<file path="src/rtl/fpu_pkg.sv">
// rtl/fpu_pkg.sv - shared FPU types and constants for the rounding path
package fpu_pkg;

    // operand bundle handed from a producing unit to the rounder
    typedef struct packed {
        logic        db;
        logic        s;
        logic [12:0] er;
        logic [56:0] fr;
        logic [57:0] flr;
        logic [1:0]  rm;
    } rnd_bundle_t;

    localparam logic [1:0] RM_RNE = 2'd0;
    localparam logic [1:0] RM_RZ  = 2'd1;
    localparam logic [1:0] RM_RPI = 2'd2;
    localparam logic [1:0] RM_RMI = 2'd3;

    // IEEE exception flag positions in IEEEp / sticky_flags
    localparam int FLG_INV = 4;
    localparam int FLG_DBZ = 3;
    localparam int FLG_OVF = 2;
    localparam int FLG_UNF = 1;
    localparam int FLG_INX = 0;

    // special-case bits in flr
    localparam int FLR_ZERO = 57;
    localparam int FLR_NAN  = 56;
    localparam int FLR_INF  = 55;
    localparam int FLR_INV  = 54;
    localparam int FLR_DBZ  = 53;

endpackage

</file>
<file path="src/rtl/rounder.sv">
// rtl/rounder.sv - combinational IEEE rounder with overflow/underflow trap wrapping
module rounder
    import fpu_pkg::*;
(
    input  rnd_bundle_t i_b,
    input  logic        i_ovf_en,
    input  logic        i_unf_en,
    output logic [63:0] o_fp,
    output logic [4:0]  o_ieee
);
    logic [52:0]        w_m;
    logic               w_g;
    logic               w_st;
    logic               w_inx;
    logic               w_inc;
    logic [53:0]        w_mr;
    logic               w_carry;
    logic signed [13:0] w_e;
    logic signed [13:0] w_emax;
    logic signed [13:0] w_bias;
    logic signed [13:0] w_ew;
    logic               w_ovf;
    logic               w_unf;
    logic               w_unused;

    // hidden bit sits at fr[55]; fr[56] and the top payload bits are not consumed
    assign w_unused = ^{i_b.fr[56], i_b.flr[52:51], w_ew[13:11], w_mr[52], w_mr[23]};

    // round the significand, then fix up exponent range and pack the result
    always_comb begin
        w_m    = i_b.db ? i_b.fr[55:3] : {29'd0, i_b.fr[55:32]};
        w_g    = i_b.db ? i_b.fr[2]    : i_b.fr[31];
        w_st   = i_b.db ? |i_b.fr[1:0] : |i_b.fr[30:0];
        w_inx  = w_g | w_st;
        w_inc  = 1'b0;
        case (i_b.rm)
            RM_RNE:  w_inc = w_g & (w_st | w_m[0]);
            RM_RZ:   w_inc = 1'b0;
            RM_RPI:  w_inc = ~i_b.s & w_inx;
            RM_RMI:  w_inc = i_b.s & w_inx;
            default: w_inc = 1'b0;
        endcase
        // a carry out leaves the fraction bits all zero, so only the exponent moves
        w_mr    = {1'b0, w_m} + {53'd0, w_inc};
        w_carry = i_b.db ? w_mr[53] : w_mr[24];
        w_e     = $signed({i_b.er[12], i_b.er}) + $signed({13'd0, w_carry});
        w_emax  = i_b.db ? 14'sd2047 : 14'sd255;
        w_bias  = i_b.db ? 14'sd1536 : 14'sd192;
        w_ovf   = (w_e >= w_emax);
        w_unf   = (w_e <= 14'sd0);
        w_ew    = w_ovf ? (w_e - w_bias) : (w_unf ? (w_e + w_bias) : w_e);

        o_fp   = '0;
        o_ieee = '0;
        o_ieee[FLG_INV] = i_b.flr[FLR_INV];
        o_ieee[FLG_DBZ] = i_b.flr[FLR_DBZ];
        if (i_b.flr[FLR_NAN]) begin
            o_fp = i_b.db ? {i_b.s, 11'h7FF, 1'b1, i_b.flr[50:0]}
                          : {32'd0, i_b.s, 8'hFF, 1'b1, i_b.flr[21:0]};
        end else if (i_b.flr[FLR_INF]) begin
            o_fp = i_b.db ? {i_b.s, 11'h7FF, 52'd0} : {32'd0, i_b.s, 8'hFF, 23'd0};
        end else if (i_b.flr[FLR_ZERO]) begin
            o_fp = i_b.db ? {i_b.s, 63'd0} : {32'd0, i_b.s, 31'd0};
        end else if (w_ovf && !i_ovf_en) begin
            o_fp = i_b.db ? {i_b.s, 11'h7FF, 52'd0} : {32'd0, i_b.s, 8'hFF, 23'd0};
            o_ieee[FLG_OVF] = 1'b1;
            o_ieee[FLG_INX] = 1'b1;
        end else if (w_unf && !i_unf_en) begin
            o_fp = i_b.db ? {i_b.s, 63'd0} : {32'd0, i_b.s, 31'd0};
            o_ieee[FLG_UNF] = 1'b1;
            o_ieee[FLG_INX] = 1'b1;
        end else begin
            // in range, or trapped with the exponent wrapped by the bias adjust
            o_fp = i_b.db ? {i_b.s, w_ew[10:0], w_mr[51:0]}
                          : {32'd0, i_b.s, w_ew[7:0], w_mr[22:0]};
            o_ieee[FLG_OVF] = w_ovf;
            o_ieee[FLG_UNF] = w_unf;
            o_ieee[FLG_INX] = w_inx;
        end
    end

endmodule

</file>
<file path="src/rtl/rnd_sched.sv">
// rtl/rnd_sched.sv - round-robin issue scheduler and two-stage wrapper around the shared rounder
module rnd_sched
    import fpu_pkg::*;
#(
    parameter int NREQ = 3,
    parameter int TAGW = 2
) (
    input  logic                  clk,
    input  logic                  rst_n,
    input  logic [NREQ-1:0]       req_valid,
    output logic [NREQ-1:0]       req_ready,
    input  logic [NREQ-1:0]       req_db,
    input  logic [NREQ-1:0]       req_s,
    input  logic [NREQ-1:0][12:0] req_er,
    input  logic [NREQ-1:0][56:0] req_fr,
    input  logic [NREQ-1:0][57:0] req_flr,
    input  logic [NREQ-1:0][1:0]  req_rm,
    input  logic                  OVFen,
    input  logic                  UNFen,
    output logic                  out_valid,
    input  logic                  out_ready,
    output logic [63:0]           out_fp,
    output logic [4:0]            out_ieee,
    output logic [TAGW-1:0]       out_tag,
    input  logic                  clr_flags,
    output logic [4:0]            sticky_flags,
    output logic                  busy
);
    localparam int CW = TAGW + 1;
    localparam logic [CW-1:0] LP_N = CW'(NREQ);

    rnd_bundle_t     r_op;
    logic [TAGW-1:0] r_op_tag;
    logic            r_op_ovf;
    logic            r_op_unf;
    logic            r_op_valid;
    logic [63:0]     r_res_fp;
    logic [4:0]      r_res_ieee;
    logic [TAGW-1:0] r_res_tag;
    logic            r_res_valid;
    logic [TAGW-1:0] r_rr_ptr;
    logic [4:0]      r_sticky;

    logic            w_s1_en;
    logic            w_s0_en;
    logic [NREQ-1:0] w_win;
    logic [TAGW-1:0] w_win_idx;
    logic            w_found;
    logic [CW-1:0]   w_cand;
    logic [TAGW-1:0] w_ptr_nxt;
    logic            w_accept;
    logic            w_hs;
    rnd_bundle_t     w_sel;
    logic [63:0]     w_rnd_fp;
    logic [4:0]      w_rnd_ieee;

    assign w_s1_en   = !(r_res_valid && !out_ready);
    assign w_s0_en   = !r_op_valid || w_s1_en;
    assign req_ready = (rst_n && w_s0_en) ? w_win : '0;
    assign w_accept  = |(req_valid & req_ready);
    assign w_hs      = r_res_valid && out_ready;
    assign w_ptr_nxt = (w_win_idx == TAGW'(NREQ - 1)) ? '0 : w_win_idx + 1'b1;

    // round-robin search starting at r_rr_ptr, wrapping modulo NREQ
    always_comb begin
        w_win     = '0;
        w_win_idx = '0;
        w_found   = 1'b0;
        w_cand    = '0;
        for (int k = 0; k < NREQ; k++) begin
            w_cand = {1'b0, r_rr_ptr} + CW'(k);
            if (w_cand >= LP_N) w_cand = w_cand - LP_N;
            if (!w_found && req_valid[w_cand[TAGW-1:0]]) begin
                w_found   = 1'b1;
                w_win_idx = w_cand[TAGW-1:0];
            end
        end
        if (w_found) w_win[w_win_idx] = 1'b1;
    end

    // gather the winning requester's fields into one bundle
    always_comb begin
        w_sel     = '0;
        w_sel.db  = req_db[w_win_idx];
        w_sel.s   = req_s[w_win_idx];
        w_sel.er  = req_er[w_win_idx];
        w_sel.fr  = req_fr[w_win_idx];
        w_sel.flr = req_flr[w_win_idx];
        w_sel.rm  = req_rm[w_win_idx];
    end

    // S0 operand register, trap enables captured at accept, and the arbitration pointer
    always_ff @(posedge clk or negedge rst_n) begin
        if (!rst_n) begin
            r_op       <= '0;
            r_op_tag   <= '0;
            r_op_ovf   <= 1'b0;
            r_op_unf   <= 1'b0;
            r_op_valid <= 1'b0;
            r_rr_ptr   <= '0;
        end else begin
            if (w_s0_en) begin
                r_op_valid <= w_accept;
                if (w_accept) begin
                    r_op     <= w_sel;
                    r_op_tag <= w_win_idx;
                    r_op_ovf <= OVFen;
                    r_op_unf <= UNFen;
                end
            end
            if (w_accept) r_rr_ptr <= w_ptr_nxt;
        end
    end

    rounder u_rounder (
        .i_b      (r_op),
        .i_ovf_en (r_op_ovf),
        .i_unf_en (r_op_unf),
        .o_fp     (w_rnd_fp),
        .o_ieee   (w_rnd_ieee)
    );

    // S1 result register; holds its content while the consumer stalls
    always_ff @(posedge clk or negedge rst_n) begin
        if (!rst_n) begin
            r_res_fp    <= '0;
            r_res_ieee  <= '0;
            r_res_tag   <= '0;
            r_res_valid <= 1'b0;
        end else if (w_s1_en) begin
            r_res_valid <= r_op_valid;
            if (r_op_valid) begin
                r_res_fp   <= w_rnd_fp;
                r_res_ieee <= w_rnd_ieee;
                r_res_tag  <= r_op_tag;
            end
        end
    end

    // sticky flags: a clear drops history but keeps the result delivered in the same cycle
    always_ff @(posedge clk or negedge rst_n) begin
        if (!rst_n) begin
            r_sticky <= '0;
        end else if (clr_flags) begin
            r_sticky <= w_hs ? r_res_ieee : '0;
        end else if (w_hs) begin
            r_sticky <= r_sticky | r_res_ieee;
        end
    end

    assign out_valid    = r_res_valid;
    assign out_fp       = r_res_fp;
    assign out_ieee     = r_res_ieee;
    assign out_tag      = r_res_tag;
    assign sticky_flags = r_sticky;
    assign busy         = r_op_valid || r_res_valid;

endmodule

</file>
<file path="config.mk">
export PLATFORM = sky130hd
export DESIGN_NAME = rnd_sched
export DESIGN_NICKNAME = d
export VERILOG_FILES = /design/src/rtl/fpu_pkg.sv /design/src/rtl/rounder.sv /design/src/rtl/rnd_sched.sv
export SDC_FILE = /design/constraint.sdc
export NUM_CORES = 1
export LEC_CHECK = 0
export BUFFER_PORTS_ARGS = -buffer_cell sky130_fd_sc_hd__clkbuf_2
export CELL_PAD_IN_SITES_DETAIL_PLACEMENT = 0
export CELL_PAD_IN_SITES_GLOBAL_PLACEMENT = 1
export CORE_UTILIZATION = 35
export DETAILED_ROUTE_END_ITERATION = 8
export PLACE_DENSITY_LB_ADDON = 0.3
export SYNTH_ARGS = -nofsm -noshare
export SYNTH_HDL_FRONTEND = slang
export SYNTH_SLANG_ARGS = --single-unit
</file>
<file path="constraint.sdc">
create_clock -name clk -period 16.2 [get_ports clk]
set_clock_uncertainty 0.2 [all_clocks]
set_input_delay 4.05 -clock clk [delete_from_list [all_inputs] [get_ports clk]]
set_output_delay 4.05 -clock clk [all_outputs]
set_load 0.03 [all_outputs]
</file>
==> impl_metrics.tcl, run 1 <==
set metrics [dict create \
    grt_max_degree 128 \
    die_h_um 195.5 \
    drv_cap 0 \
    regArea_mm2 0.005333 \
    ys_ff_latch 213 \
    post_cts_buffers 0 \
    vias_per_cell 5.523 \
    grt_pass1_vias 13020 \
    fillCellCount 3737 \
    area_delta_synth_final_pct 26.74 \
    drive_gt1_share_pct 29.63 \
    crit_path_max_fanout 78 \
    yosysSeqAreaShare_pct 40.68 \
    grt_pass1_wl_um 77460 \
    status "completed" \
    critical_path.slowest_cell "buf_4" \
    cp.required_ns 11.95 \
    clock-sinks 213 \
    slew_viol_final 0 \
    setup.worst_path.end "req_ready[1]" \
    io_pins 486 \
    start_util_pct 35.71 \
    mappedNetlistArea_mm2 0.01310 \
    tightest_slew_ns 0.9758 \
    peakVddDrop_mv 0.1327 \
    setup_viol 0 \
    ant_nets 0 \
    cts_hold_buf 0 \
    synth_async_sr_flop_share_pct 100.0 \
    grt_antenna_before_repair 0 \
    numPortBuffers 476 \
    end_kind "output pin" \
    cts_made_buffers 26 \
    synth_commonest_cells "nor2_1, nand2_1, dfrtp_1, a31oi_1, a22oi_1" \
    yosysTopAreaCell "dfrtp_1" \
    ys_top_cells_by_area "dfrtp_1, a22oi_1, nor2_1" \
    final_core_util_pct 45.26 \
    min_path_type "reg2reg" \
    synth_most_common_cell "nor2_1" \
    std_cell_rows 70 \
    ctsResizeCount 0 \
    crit_arrival_ns 6.38 \
    final_nets 2380 \
    synth_warnings 0 \
    clockBufferDepth 3 \
    fin_crit_sh_pct 65.63 \
    dpl.hpwl_um 39200 \
    syn_nets 1983 \
    synth_top_area_share_pct 40.68 \
    core_mm2 0.03670 \
    wl_um 51220 \
    rsz0062_at_grt "false" \
    vias 13510 \
    htreeDepth 1 \
    gp_congestion 0.8879 \
    synth_cell_types 82 \
    max_stage_delay_ns 0.73 \
    path_class "in2out" \
    ctsRootBufferMaster "clkbuf_16" \
    avgSynthCellArea_um2 8.395 \
    min_period_ns 10.63 \
    netlist_instances 1561 \
    cp-startpoint "req_valid[0]" \
    route.detailed.drc 0 \
    die_x_um 195.5 \
    timing.rr.start "r_op[131]$_DFFE_PN0P_" \
    multi_input_area_mm2 0.007171 \
    fin_tns_setup_ns 0 \
    clkLatencyLatePin_ns 0.54 \
    globalRouteTotalUtil_pct 26.31 \
    synth_edf_count 0 \
    cts_tree "yes" \
    die-area_mm2 0.03822 \
    wl_per_cell_um 20.94 \
    cts.clk_slew.worst_paths_ns 0.06 \
    startpoint_type "input pin" \
    max_freq_ghz 0.09406 \
    path_cells "clkbuf_2 > inv_1 > a21oi_1 > a21oi_1 > o221a_4 > buf_4 > nand2_1 > inv_1 > clkbuf_2" \
    dr.pass1.iters 5 \
    worst-r2r-cell-count 31 \
    timing_hold_violations_final 0 \
    total_leakage_power_nw 7.545 \
    diodes 0 \
    r2r_slack_ns 8.11 \
    ys.flop_type "dfrtp_1" \
    drt_iter0_drc 902 \
    p_per_area_mw_per_mm2 221.2 \
    overflow 0 \
    relSlewSlack_pct 34.94 \
    rr_endpoint "out_fp[62]$_DFFE_PN0P_" \
]
layout by cell type (no fill, tap or decap), drive strengths merged, types with 3 or more instances in the layout:
master,netlist,layout
a211oi,13,13
a21o,3,3
a21oi,48,48
a221oi,41,41
a22oi,134,134
a31oi,134,134
and2,6,6
and3,9,9
and4,6,6
buf,24,18
clkbuf,100,513
clkinv,0,8
dfrtp,213,213
ha,15,15
inv,31,31
mux2,5,5
mux2i,15,15
nand2,220,220
nand2b,4,4
nand3,39,39
nand3b,9,9
nand4,20,20
nand4b,7,7
nor2,254,254
nor3,24,24
nor4,16,16
o211ai,9,9
o21ai,37,37
o22ai,4,4
o31ai,6,6
or2,4,4
or3,8,8
or4,4,4
xnor2,36,36
xor2,33,33
power breakdown:
part / switching (mW) / total (mW) / internal, mW
registers: 0.338 / 1.14 / 0.804
logic: 1.29 / 1.94 / 0.648
clock network: 0.229 / 0.588 / 0.359
state kept, by name, summed over array words and instances (netlist names), 2 cells and up:
name          flops
sticky_flags      5
out_tag           2
r_op_tag          2
out_ieee          5
out_fp           64
r_op            129
r_rr_ptr          2
worst min-delay path by stage:
stage / start / end / cells after the start
after floorplan: r_op_tag[0]$_DFFE_PN0P_ / out_tag[0]$_DFFE_PN0P_ / 2
after global placement: r_op_tag[1]$_DFFE_PN0P_ / out_tag[1]$_DFFE_PN0P_ / 2
after detailed placement: r_op_tag[1]$_DFFE_PN0P_ / out_tag[1]$_DFFE_PN0P_ / 2
after CTS: r_op_tag[1]$_DFFE_PN0P_ / out_tag[1]$_DFFE_PN0P_ / 2
after global routing: r_op_tag[0]$_DFFE_PN0P_ / out_tag[0]$_DFFE_PN0P_ / 2
final: r_op_tag[1]$_DFFE_PN0P_ / out_tag[1]$_DFFE_PN0P_ / 2
final cells by class:
class	count	share of cell area [%]
Clock buffer	38	4.618
Clock inverter	10	0.6253
Inverter	31	0.7006
Multi-Input combinational cell	1193	43.17
Sequential cell	213	32.11
Tap cell	468	3.526
Timing Repair Buffer	493	15.25
per-stage QoR:
step / power [mW] / worst slack, ns / hold WS [ns] / cells / instance area (um^2)
6_report: 3.673 / 5.568 / 0.2681 / 2446 / 16610
5_1_grt: 3.946 / 5.341 / 0.3086 / 2446 / 16610
4_1_cts: 3.693 / 5.550 / 0.2696 / 2446 / 16610
3_5_place_dp: 3.089 / 5.544 / 0.2589 / 2398 / 15740
3_3_place_gp: 3.059 / 5.615 / 0.2482 / 2398 / 15740
2_1_floorplan: 2.400 / 6.106 / 0.2323 / 1561 / 13100
per-layer routing:
layer / vias to the layer above / track usage (%) / share of wire (%)
li1: 6491 / - / -
met1: 6436 / 37.01 / 46
met2: 522 / 42.49 / 46
met3: 61 / 4.283 / 6.8
met4: 0 / 5.424 / 1.7
met5: - / 0 / 0
worst max-delay path, delay by kind of cell:
| kind | cells | cell delay [ns] |
|---|---|---|
| buf+inv | 5 | 1.20 |
| compound gates | 3 | 0.89 |
| simple gates | 1 | 0.20 |
cell families (layout without fill, tap and decap cells):
group	Yosys count	in the layout	synth area share, %
compound gates	450	450	24.10
xor+xnor	69	69	4.612
fa+ha+maj	17	17	1.738
buf+inv	155	572	4.908
flops	213	213	40.68
mux	20	20	1.575
simple gates	637	637	22.39
(Power assumes the default switching activity.)
==> run 2: changes to the inputs <==
Settings changed: CORE_UTILIZATION 35 to 33.
Clock period 16.2 ns to 9.1 ns, I/O delays scaled along.
==> run 2 against run 1 <==
  * Utilization shrank 2.4 points
  * Combinational power rose by 83%
  * Clock-buffer cell count up 2
  * Setup slack worse by 4.4 ns
  * Sequential power grew 75%
  * Critical path type is now reg2reg
  * Sequential share of layout area shrank 0.17 points
  * Largest power group unchanged
  * Die area is 6.0% higher
  * Critical endpoint is now out_fp[15]$_DFFE_PN0P_
==> impl_metrics.tcl, run 2 (synthesis results as in run 1) <==
set metrics [dict create \
    cts_made_buffers 27 \
    core_mm2 0.03892 \
    ctsResizeCount 0 \
    vias 13350 \
    die_h_um 201.3 \
    drive_gt1_share_pct 29.66 \
    gp_congestion 0.8762 \
    std_cell_rows 72 \
    r2r_slack_ns 1.14 \
    start_util_pct 33.67 \
    grt_max_degree 164 \
    wl_per_cell_um 20.93 \
    peakVddDrop_mv 0.1986 \
    critical_path.slowest_cell "nor3_4" \
    vias_per_cell 5.343 \
    fin_cells 2498 \
    drt_iter0_drc 872 \
    route.detailed.drc 0 \
    final_nets 2382 \
    final_cell_mix "clkbuf_2, nor2_1, nand2_1" \
    dpl.hpwl_um 39910 \
    ant_nets 0 \
    die_x_um 201.3 \
    grt_pass1_wl_um 79390 \
    drv_cap 0 \
    max_stage_delay_ns 0.73 \
    startpoint_type "flop" \
    grt_pass1_vias 13120 \
    wl_um 52270 \
    dp_cells 2449 \
    min_period_ns 7.956 \
    holdWs_ns 0.2733 \
    total_leakage_power_nw 7.547 \
    fin_tns_setup_ns 0 \
    place_area_mm2 0.01583 \
    fin_crit_sh_pct 87.43 \
    path_buf_inv 4 \
    end_kind "flop" \
    globalRouteTotalUtil_pct 25.44 \
    cts_tree "yes" \
    fillCellCount 4059 \
    numPortBuffers 476 \
    top_register "r_op" \
    clkLatencyLatePin_ns 0.54 \
    dr.pass1.iters 5 \
    setup_viol 0 \
    relSlewSlack_pct 30.95 \
    post_cts_buffers 0 \
    crit_path_max_fanout 18 \
    die-area_mm2 0.04051 \
    area_delta_synth_final_pct 27.41 \
    clockBufferDepth 3 \
    tightest_slew_ns 1.033 \
    finalPower_mw 6.592 \
    final_common_cell "clkbuf_2" \
    largest_reg_flops 129 \
    crit_arrival_ns 8.22 \
    rsz0062_at_grt "false" \
    overflow 0 \
    status "completed" \
    p_per_area_mw_per_mm2 394.8 \
    min_path_type "reg2reg" \
    ctsRootBufferMaster "clkbuf_16" \
    htreeDepth 1 \
    io_pins 486 \
    timing_hold_violations_final 0 \
    slew_viol_final 0 \
    cts_hold_buf 0 \
    clock-sinks 213 \
    cts.clk_slew.worst_paths_ns 0.06 \
    crit_family "simple AND/OR/NAND/NOR gates" \
    cp.required_ns 9.37 \
    path_class "reg2reg" \
    max_freq_ghz 0.1257 \
    grt_antenna_before_repair 1 \
    stdcell_area_mm2 0.01670 \
]
## run 2: cell types whose count changed in the layout (fill, tap and decap cells not counted)
cell	previous run	this run
clkbuf_8	5	7
buf_12	1	2
nand2_2	2	1
clkinvlp_4	0	2
nand2_4	0	1
clkinv_2	7	4
bufinv_16	2	1
diode_2	0	1
## run 2: metal layers
metal	routed length, um	global-route usage (%)	vias to the layer above
li1	-	-	6489
met1	24530	35.97	6286
met2	23080	39.87	511
met3	3314	4.730	62
met4	1351	6.494	0
met5	0	0	-
## run 2: cell type report
class,instances,area [um^2],share of cell area [%]
multi-input combinational,1193,7176,42.98
sequential,213,5333,31.94
timing repair buffer,494,2552,15.29
clock buffer,40,794.5,4.759
tap,518,648.1,3.882
inverter,31,116.4,0.6969
clock inverter,8,73.82,0.4421
antenna,1,2.502,0.01499
## run 2: path summary, 6_finish.rpt
kind	to	startpoint	depth (start not counted)
max	out_fp[15]$_DFFE_PN0P_	r_op[87]$_DFFE_PN0P_	33
min	out_tag[0]$_DFFE_PN0P_	r_op_tag[0]$_DFFE_PN0P_	2
max reg2reg	out_fp[15]$_DFFE_PN0P_	r_op[87]$_DFFE_PN0P_	33
min reg2reg	out_tag[0]$_DFFE_PN0P_	r_op_tag[0]$_DFFE_PN0P_	2
max in group asynchronous	r_op[58]$_DFFE_PN0P_	rst_n	2
min in group asynchronous	r_op[10]$_DFFE_PN0P_	rst_n	1
## run 2: worst min-delay path: cells and delay by family (launching register included)
family           cells  cell delay, ns
and+or+nand+nor      2            0.10
DFF                  1            0.34
## run 2: through the flow
stage	setup WS (ns)	util, %
after floorplan	2.170	-
after global placement	1.376	40.66
after detailed placement	1.191	40.66
after CTS	1.183	42.89
after global routing	0.5512	42.89
final	1.144	42.90
## run 2: where the power goes
part           switching, mW  internal (mW)
combinational           2.38           1.17
clock                  0.420          0.628
sequential             0.564           1.43
